<file path="src/rtl/pn_detect_pkg.sv">
// Shared constants and helpers for the multi-channel edge detector.
// Default, limit and counter-width definitions used by top and cell.
package pn_detect_pkg;

  localparam int PN_SYNC_STAGES_DEF = 2;
  localparam int PN_FILTER_LEN_DEF  = 1;
  localparam int PN_SYNC_MAX        = 4;
  localparam int PN_FILTER_MAX      = 255;

  typedef struct packed {
    logic p;
    logic n;
    logic lvl;
  } pn_evt_t;

  function automatic int pn_cnt_w(input int len);
    int w;
    w = $clog2(len + 1);
    return (w < 1) ? 1 : w;
  endfunction

endpackage

</file>
<file path="src/rtl/pn_edge_cell.sv">
// One channel: synchronizer chain, deviation filter and pulse generator.
// All state is cleared by a synchronous active-low reset.
module pn_edge_cell
  import pn_detect_pkg::*;
#(
  parameter int SYNC_STAGES = PN_SYNC_STAGES_DEF,
  parameter int FILTER_LEN  = PN_FILTER_LEN_DEF
) (
  input  logic    clk_i,
  input  logic    rst_ni,
  input  logic    cin_i,
  output pn_evt_t evt_o
);

  localparam int CW = pn_cnt_w(FILTER_LEN);
  localparam logic [CW-1:0] LAST = CW'(FILTER_LEN - 1);

  logic sync;

  if (SYNC_STAGES == 0) begin : g_nosync
    assign sync = cin_i;
  end else begin : g_sync
    logic [SYNC_STAGES-1:0] sync_q;

    always_ff @(posedge clk_i) begin
      if (!rst_ni) begin
        sync_q <= '0;
      end else begin
        sync_q <= (sync_q << 1) | SYNC_STAGES'(cin_i);
      end
    end

    assign sync = sync_q[SYNC_STAGES-1];
  end

  logic [CW-1:0] cnt_q;
  logic [CW-1:0] cnt_d;
  logic          lvl_q;
  logic          lvl_d;
  logic          p_q;
  logic          p_d;
  logic          n_q;
  logic          n_d;

  // A deviation must persist FILTER_LEN samples; any match restarts it.
  always_comb begin
    cnt_d = '0;
    lvl_d = lvl_q;
    p_d   = 1'b0;
    n_d   = 1'b0;
    if (sync != lvl_q) begin
      if (cnt_q == LAST) begin
        lvl_d = sync;
        p_d   = sync;
        n_d   = ~sync;
      end else begin
        cnt_d = cnt_q + 1'b1;
      end
    end
  end

  always_ff @(posedge clk_i) begin
    if (!rst_ni) begin
      cnt_q <= '0;
      lvl_q <= 1'b0;
      p_q   <= 1'b0;
      n_q   <= 1'b0;
    end else begin
      cnt_q <= cnt_d;
      lvl_q <= lvl_d;
      p_q   <= p_d;
      n_q   <= n_d;
    end
  end

  assign evt_o.p   = p_q;
  assign evt_o.n   = n_q;
  assign evt_o.lvl = lvl_q;

endmodule

</file>
<file path="src/rtl/pn_edge_detect.sv">
// Multi-channel positive/negative edge detector.
// Slices ports per channel and rejects out-of-range parameters.
module pn_edge_detect
  import pn_detect_pkg::*;
#(
  parameter int WIDTH       = 1,
  parameter int SYNC_STAGES = PN_SYNC_STAGES_DEF,
  parameter int FILTER_LEN  = PN_FILTER_LEN_DEF
) (
  input  logic             Clk,
  input  logic             Rst_n,
  input  logic [WIDTH-1:0] Cin,
  output logic [WIDTH-1:0] P,
  output logic [WIDTH-1:0] N,
  output logic [WIDTH-1:0] Lvl
);

  if (WIDTH < 1) begin : g_bad_width
    $error("pn_edge_detect: WIDTH must be at least 1");
  end

  if (SYNC_STAGES < 0 || SYNC_STAGES > PN_SYNC_MAX) begin : g_bad_sync
    $error("pn_edge_detect: SYNC_STAGES out of range 0..4");
  end

  if (FILTER_LEN < 1 || FILTER_LEN > PN_FILTER_MAX) begin : g_bad_filt
    $error("pn_edge_detect: FILTER_LEN out of range 1..255");
  end

  for (genvar i = 0; i < WIDTH; i++) begin : g_ch
    pn_evt_t evt;

    pn_edge_cell #(
      .SYNC_STAGES (SYNC_STAGES),
      .FILTER_LEN  (FILTER_LEN)
    ) u_cell (
      .clk_i  (Clk),
      .rst_ni (Rst_n),
      .cin_i  (Cin[i]),
      .evt_o  (evt)
    );

    assign P[i]   = evt.p;
    assign N[i]   = evt.n;
    assign Lvl[i] = evt.lvl;
  end

endmodule

</file>
<file path="config.mk">
export PLATFORM = sky130hd
export DESIGN_NAME = pn_edge_detect
export DESIGN_NICKNAME = d
export VERILOG_FILES = /design/src/rtl/pn_detect_pkg.sv /design/src/rtl/pn_edge_cell.sv /design/src/rtl/pn_edge_detect.sv
export SDC_FILE = /design/constraint.sdc
export NUM_CORES = 1
export LEC_CHECK = 0
export CAP_MARGIN = 5
export CORE_AREA = 2 2 39 41
export DETAILED_ROUTE_END_ITERATION = 16
export DIE_AREA = 0 0 41 43
export SLEW_MARGIN = 5
export SYNTH_ARGS = -nofsm -noshare
export SYNTH_HDL_FRONTEND = slang
export SYNTH_SLANG_ARGS = --single-unit
</file>
<file path="constraint.sdc">
create_clock -name Clk -period 0.8 [get_ports Clk]
set_input_delay 0.08 -clock Clk [delete_from_list [all_inputs] [get_ports Clk]]
set_output_delay 0.08 -clock Clk [all_outputs]
set_load 0.01 [all_outputs]
</file>
-- Word level (Yosys, flattened, before mapping)
Index checks and enable logic that the tools add are counted.
- bits in registers: 6
- input bits: 3
- output and inout bits: 3
- word-level logic and storage cells: 15
- add/subtract/negate cells: 1
- equality and inequality tests: 1
- bitwise logic cells: 5
- reductions and logical operators: 3
- operator list (operator ; count):
    1-bit inverter ; 4
    3-bit AND reduction ; 1
    3-bit OR reduction ; 1
    2-bit by 1-bit bitwise OR with 2-bit output ; 1
    2-bit AND reduction ; 1
    1-bit adder (second input constant) ; 1
    1-bit inequality test ; 1

-- Depth between registers and ports, before layout
Gate-level depths: netlist of run 1.
- word-level depth: 3
- gate-level depth with buffers: 2
- gate-level depth less buffers: 2

-- Worst setup path after synthesis of run 1
OpenSTA, ideal clock, no wires.
- path type: reg-to-reg
- start point: reg g_ch[0].u_cell.lvl_q
- end point: reg g_ch[0].u_cell.p_q
- setup time: 0.117 ns
- arrival: 0.601 ns
- required time: 0.683 ns
- setup slack: 0.081 ns
- stages on the path, launching flop included: 2
- path buffers: 0
- period minus slack after synthesis: 0.719 ns
- path through: dfxtp_1 -> and4bb_2
- cells in the longest elaborated chain, start to end: 3
- ends and longest elaborated chain (item ; RTL line ; RTL):
    start: declaration ; pn_edge_cell.sv:38 ; logic lvl_q;
    start signal: assignment ; pn_edge_cell.sv:70 ; lvl_q <= lvl_d;
    1-bit inequality test ; pn_edge_cell.sv:51 ; if (sync != lvl_q) begin
    1-bit inverter (no line) ; -- ;
    3-bit OR reduction (no line) ; -- ;
    end signal: assignment ; pn_edge_cell.sv:71 ; p_q <= p_d;
    end: declaration ; pn_edge_cell.sv:40 ; logic p_q;
No other way between the ends.
A chain may end at the register's enable or synchronous reset.

-- Final worst setup path of run 1
- start point: reg g_ch[0].u_cell.lvl_q
- end point: out Lvl
- RTL lines (item ; RTL line ; RTL):
    end: declaration ; pn_edge_detect.sv:15 ; output logic [WIDTH-1:0] Lvl
No word-level cell between the ends.

==> results of run 1 <==
cell families (layout without fill, tap and decap cells):
kind of cell	after synthesis	in the layout	synth area share
simple gates	5	5	0.246
flops	6	6	0.676
other cells	1	1	0.0211
buf+inv	0	9	0
mux	1	1	0.0563
state kept, by name, summed over array words and instances, names as in the netlist:
name / flops
g_ch.u_cell.cnt_q: 1
g_ch.u_cell.g_sync.sync_q: 2
g_ch.u_cell.lvl_q: 1
g_ch.u_cell.n_q: 1
g_ch.u_cell.p_q: 1
cell type report:
cell class / count / share of cell area
Timing Repair Buffer: 6 / 0.162
Sequential cell: 6 / 0.457
Multi-Input combinational cell: 7 / 0.219
Tap cell: 16 / 0.0762
Clock buffer: 3 / 0.0857
cells in the mapped netlist (all sizes together):
cell    count
and2        2
conb        1
nor2b       1
dfxtp       6
mux2i       1
and4bb      2
where the power goes:
part / internal [mW] / switching (mW)
Clock: 0.169 / 0.101
Sequential: 0.310 / 0.00453
Combinational: 0.0189 / 0.00791
how the worst min path moves through the flow:
stage | to | depth (start not counted)
floorplan | g_ch[0].u_cell.g_sync.sync_q[0]$_SDFF_PN0_ | 1
global placement | g_ch[0].u_cell.g_sync.sync_q[1]$_SDFF_PN0_ | 1
detailed placement | g_ch[0].u_cell.g_sync.sync_q[1]$_SDFF_PN0_ | 1
CTS | g_ch[0].u_cell.g_sync.sync_q[0]$_SDFF_PN0_ | 2
global route | g_ch[0].u_cell.g_sync.sync_q[0]$_SDFF_PN0_ | 2
finish | g_ch[0].u_cell.g_sync.sync_q[0]$_SDFF_PN0_ | 2
metrics by stage:
stage / setup TNS [ns] / hold WS, ns / power (mW) / setup WS, ns / utilization
finish: 0 / 0.417 / 0.612 / 0.0370 / 0.190
CTS: 0 / 0.404 / 0.635 / 0.0213 / 0.190
detailed placement: -0.615 / 0.426 / 0.350 / -0.122 / 0.184
floorplan: 0 / 0.202 / 0.330 / 0.0812 / -
global route: 0 / 0.423 / 0.647 / 0.00782 / 0.190
global placement: -0.445 / 0.415 / 0.347 / -0.114 / 0.184
per-layer routing:
metal / vias up / part of all wire
li1: 60 / -
met1: 52 / 0.34
met2: 6 / 0.50
met3: 0 / 0.16
met4: 0 / 0
met5: - / 0
==> results.py, run 1 <==
metrics = {
    "drt": {
        "drc_errors": 0,
        "drt_pass1_iterations": 1,
        "vias": 118,
        "drt_iter0_markers": 0,
        "routedWlPerCell_um": 7.26,
        "ant_nets": 0,
        "via_per_inst": 3.11,
        "routed_wl_um": 276,
    },
    "critical_path": {
        "max_stage_delay_ns": 0.32,
        "worst-path-stages": 1,
        "startpoint": "g_ch[0].u_cell.lvl_q$_SDFFE_PN0P_",
        "critPathKind": "reg -> out",
        "worst-path-max-fanout": 2,
        "endpoint_kind": "primary output",
        "r2r_cells": 2,
        "critical_path.top_delay_family": "flip-flops",
        "r2r_slack_ns": 0.05,
        "cp_data_arrival_time_ns": 0.68,
        "path_buf_inv": 1,
        "cp_cell_sequence": "buf_2",
        "crit_path_start_kind": "flip-flop",
        "r2r_start": "g_ch[0].u_cell.lvl_q$_SDFFE_PN0P_",
        "worstSetupEndpoint": "Lvl",
        "r2r-end": "g_ch[0].u_cell.n_q$_SDFF_PP0_",
        "cp_slowest_cell": "dfxtp_1",
        "required_ns": 0.72,
    },
    "finish": {
        "stdcell_count": 38,
        "finalInstanceArea_um2": 263,
        "final_nets": 27,
        "final_common_cell": "dfxtp_1",
        "register_area_um2": 120,
        "n_antenna_cell": 0,
        "fill_cells": 156,
        "multiInputGateArea_um2": 57.6,
        "drive_gt1_frac": 0.409,
        "most-common-layout-cells": "6 x dfxtp_1, 3 x clkbuf_4, 3 x buf_2",
        "syn2layout_area_growth_pct": 47.9,
    },
    "floorplan": {
        "die_x_um": 41,
        "core_area_um2": 1380,
        "rows": 14,
        "chipHeight_um": 43,
        "ioPinCount": 6,
        "die_area_um2": 1760,
        "initial_core_util": 0.128,
    },
    "clock_network": {
        "clockBufferDepth": 2,
        "htreeDepth": 1,
        "cts_setup_buffers": 0,
        "cts_tree": "built",
        "cts_root_buf": "clkbuf_4",
        "cts_made_buffers": 3,
        "numClockSinks": 6,
        "worstSkewPairLatency_ns": 0.24,
        "path_clk_slew_ns": 0.04,
        "cts_hold_buf": 0,
        "cts_resized": 12,
    },
    "global_route": {
        "antenna_found_initial": 0,
        "groute.layer.met2.usage": 0.0469,
        "met1_usage": 0.0322,
        "grt-busiest-layer": "met4",
        "grt_max_degree": 6,
        "grt_first_pass_wirelength_um": 393,
        "grt_pass1_vias": 113,
        "use_met3": 0.0471,
        "gr-total-overflow": 0,
        "grt_usage": 0.0432,
    },
    "synthesis": {
        "synth_area_um2": 178,
        "synth_top_area_cell": "dfxtp_1",
        "syn_nets": 16,
        "ys_top_cells_by_area": "dfxtp_1 68%, and4bb_2 14%, and2_1 7.0%",
        "ys_types": 6,
        "avgSynthCellArea_um2": 13.7,
        "ys_warn_count": 0,
        "seq_area_frac_synth": 0.676,
        "synth_seq_cells": 6,
        "yosys.area.top_type_share": 0.676,
        "postSynthCellCount": 13,
    },
    "placement": {
        "numPortBuffers": 5,
        "placed_cells": 35,
        "gp_congestion": 0.502,
        "placed_area_um2": 255,
    },
    "timing": {
        "fin_crit_ns": 0.763,
        "rsz0062_at_grt": "false",
        "hold_violations": 0,
        "final.period_utilization": 0.954,
        "skew_ns": 0.00440,
        "fmax_ghz": 1.31,
        "finalSetupViolations": 0,
        "slew_viol_final": 0,
    },
    "pwr": {
        "leakage_nw": 0.116,
        "power_density_nw_per_um2": 2330,
        "ir_drop_mv": 0.598,
    },
    "run": {
        "drv_cap": 0,
    },
    "run_status": {
        "status": "completed",
    },
    "worst_hold_path": {
        "hold_start": "Cin",
        "hold_path.class": "in -> reg",
    },
}
Power figures use the tool's default switching activity.
==> inputs of run 2 (changes only) <==
--- a/config.mk
+++ b/config.mk
@@ -9,6 +9,7 @@
 export CORE_AREA = 2 2 39 41
 export DETAILED_ROUTE_END_ITERATION = 16
 export DIE_AREA = 0 0 41 43
+export DONT_BUFFER_PORTS = 1
 export SLEW_MARGIN = 5
 export SYNTH_ARGS = -nofsm -noshare
 export SYNTH_HDL_FRONTEND = slang
==> results.py, run 2 (synthesis results as in run 1) <==
metrics = {
    "drt": {
        "drt_iter0_markers": 2,
        "drc_errors": 0,
        "routedWlPerCell_um": 7.69,
        "drt_pass1_iterations": 2,
        "routed_wl_um": 269,
        "via_per_inst": 2.97,
        "ant_nets": 0,
        "vias": 104,
    },
    "global_route": {
        "antenna_found_initial": 0,
        "use_met3": 0.0471,
        "grt_pass1_vias": 101,
        "groute.layer.met2.usage": 0.0313,
        "gr-total-overflow": 0,
        "met1_usage": 0.0388,
        "grt_usage": 0.0402,
        "grt-busiest-layer": "met4",
        "grt_first_pass_wirelength_um": 365,
        "grt_max_degree": 5,
    },
    "run": {
        "drv_cap": 0,
    },
    "clock_network": {
        "cts_setup_buffers": 0,
        "worstSkewPairLatency_ns": 0.23,
        "cts_made_buffers": 3,
        "htreeDepth": 1,
        "clockBufferDepth": 2,
        "cts_root_buf": "clkbuf_4",
        "numClockSinks": 6,
        "path_clk_slew_ns": 0.04,
        "cts_tree": "built",
    },
    "finish": {
        "largest_reg_flops": 2,
        "post-route-util": 0.180,
        "syn2layout_area_growth_pct": 40.1,
        "fill_cells": 154,
        "final_nets": 24,
        "n_antenna_cell": 0,
        "final_common_cell": "dfxtp_1",
        "max_flop_register": "g_ch.u_cell.g_sync.sync_q",
        "stdcell_count": 35,
        "most-common-layout-cells": "5 x dfxtp_1, 3 x clkbuf_4, 2 x and2_1, 2 x and4bb_2, 2 x dlygate4sd3_1",
        "drive_gt1_frac": 0.368,
    },
    "critical_path": {
        "cp_data_arrival_time_ns": 0.70,
        "path_buf_inv": 1,
        "worst-path-max-fanout": 4,
        "endpoint_kind": "primary output",
        "cp_cell_sequence": "buf_4",
        "critPathKind": "reg -> out",
        "required_ns": 0.72,
        "critical_path.top_delay_family": "flip-flops",
        "crit_path_start_kind": "flip-flop",
        "cp_slowest_cell": "dfxtp_2",
        "max_stage_delay_ns": 0.32,
    },
    "placement": {
        "gp_congestion": 0.496,
        "numPortBuffers": 0,
        "placed_cells": 30,
    },
    "floorplan": {
        "chipHeight_um": 43,
        "core_area_um2": 1380,
        "ioPinCount": 6,
        "rows": 14,
        "initial_core_util": 0.128,
        "die_area_um2": 1760,
        "die_x_um": 41,
    },
    "timing": {
        "tns_ns": 0,
        "fin_crit_ns": 0.776,
        "hold_violations": 0,
        "skew_ns": 0.00259,
        "final.period_utilization": 0.970,
        "fmax_ghz": 1.29,
        "hold_ws_ns": 0.0659,
        "rsz0062_at_grt": "false",
        "finalSetupViolations": 0,
        "slew_viol_final": 0,
    },
    "pwr": {
        "ir_drop_mv": 0.664,
        "leakage_nw": 0.100,
        "power_density_nw_per_um2": 2400,
        "power_mw": 0.598,
    },
    "run_status": {
        "status": "completed",
    },
    "worst_hold_path": {
        "hold_path.class": "in -> reg",
    },
}
-- run 2: path summary, 6_finish.rpt --
kind | end | slack [ns] | depth (start not counted) | start
hold / removal | g_ch[0].u_cell.n_q$_SDFF_PP0_ | 0.07 | 1 | Rst_n
setup / recovery | Lvl | 0.02 | 1 | g_ch[0].u_cell.lvl_q$_SDFFE_PN0P_
hold reg to reg | g_ch[0].u_cell.g_sync.sync_q[1]$_SDFF_PN0_ | 0.43 | 1 | g_ch[0].u_cell.g_sync.sync_q[0]$_SDFF_PN0_
setup reg to reg | g_ch[0].u_cell.p_q$_SDFF_PP0_ | 0.10 | 1 | g_ch[0].u_cell.cnt_q$_SDFF_PN0_
-- run 2: through the flow --
stage / setup slack [ns] / instance area [µm²]
6_report: 0.0241 / 249
5_1_grt: 0.000218 / 249
4_1_cts: 0.0110 / 249
3_5_place_dp: 0.0938 / 205
3_3_place_gp: 0.127 / 205
2_1_floorplan: 0.0812 / 178
-- run 2: area by class of cell --
cell class                      instances  area (µm²)  share of cell area
Sequential cell                         6         121               0.487
Multi-Input combinational cell          7        57.6               0.231
Timing Repair Buffer                    3        27.5               0.111
Clock buffer                            3        22.5              0.0905
Tap cell                               16        20.0              0.0804
-- run 2: what timing repair did --
action / CTS / global route
resized for setup: 1 / 0
endpoints found under the setup margin: 1 / 0
hold buffers: 2 / 0
endpoints found under the hold margin: 3 / 0
-- run 2: routing by layer --
| metal | vias up | wire length, µm |
|---|---|---|
| met5 | - | 0 |
| li1 | 55 | - |
| met4 | 0 | 6 |
| met1 | 41 | 134 |
| met3 | 2 | 33 |
| met2 | 6 | 94 |
-- run 2: where the power goes --
group / internal (mW) / total (mW) / switching (mW) / leakage [nW]
logic: 0.0153 / 0.0201 / 0.00479 / 0.0369
clock network: 0.169 / 0.262 / 0.0931 / 0.0138
registers: 0.311 / 0.316 / 0.00579 / 0.0497
total: 0.494 / 0.598 / 0.104 / 0.100
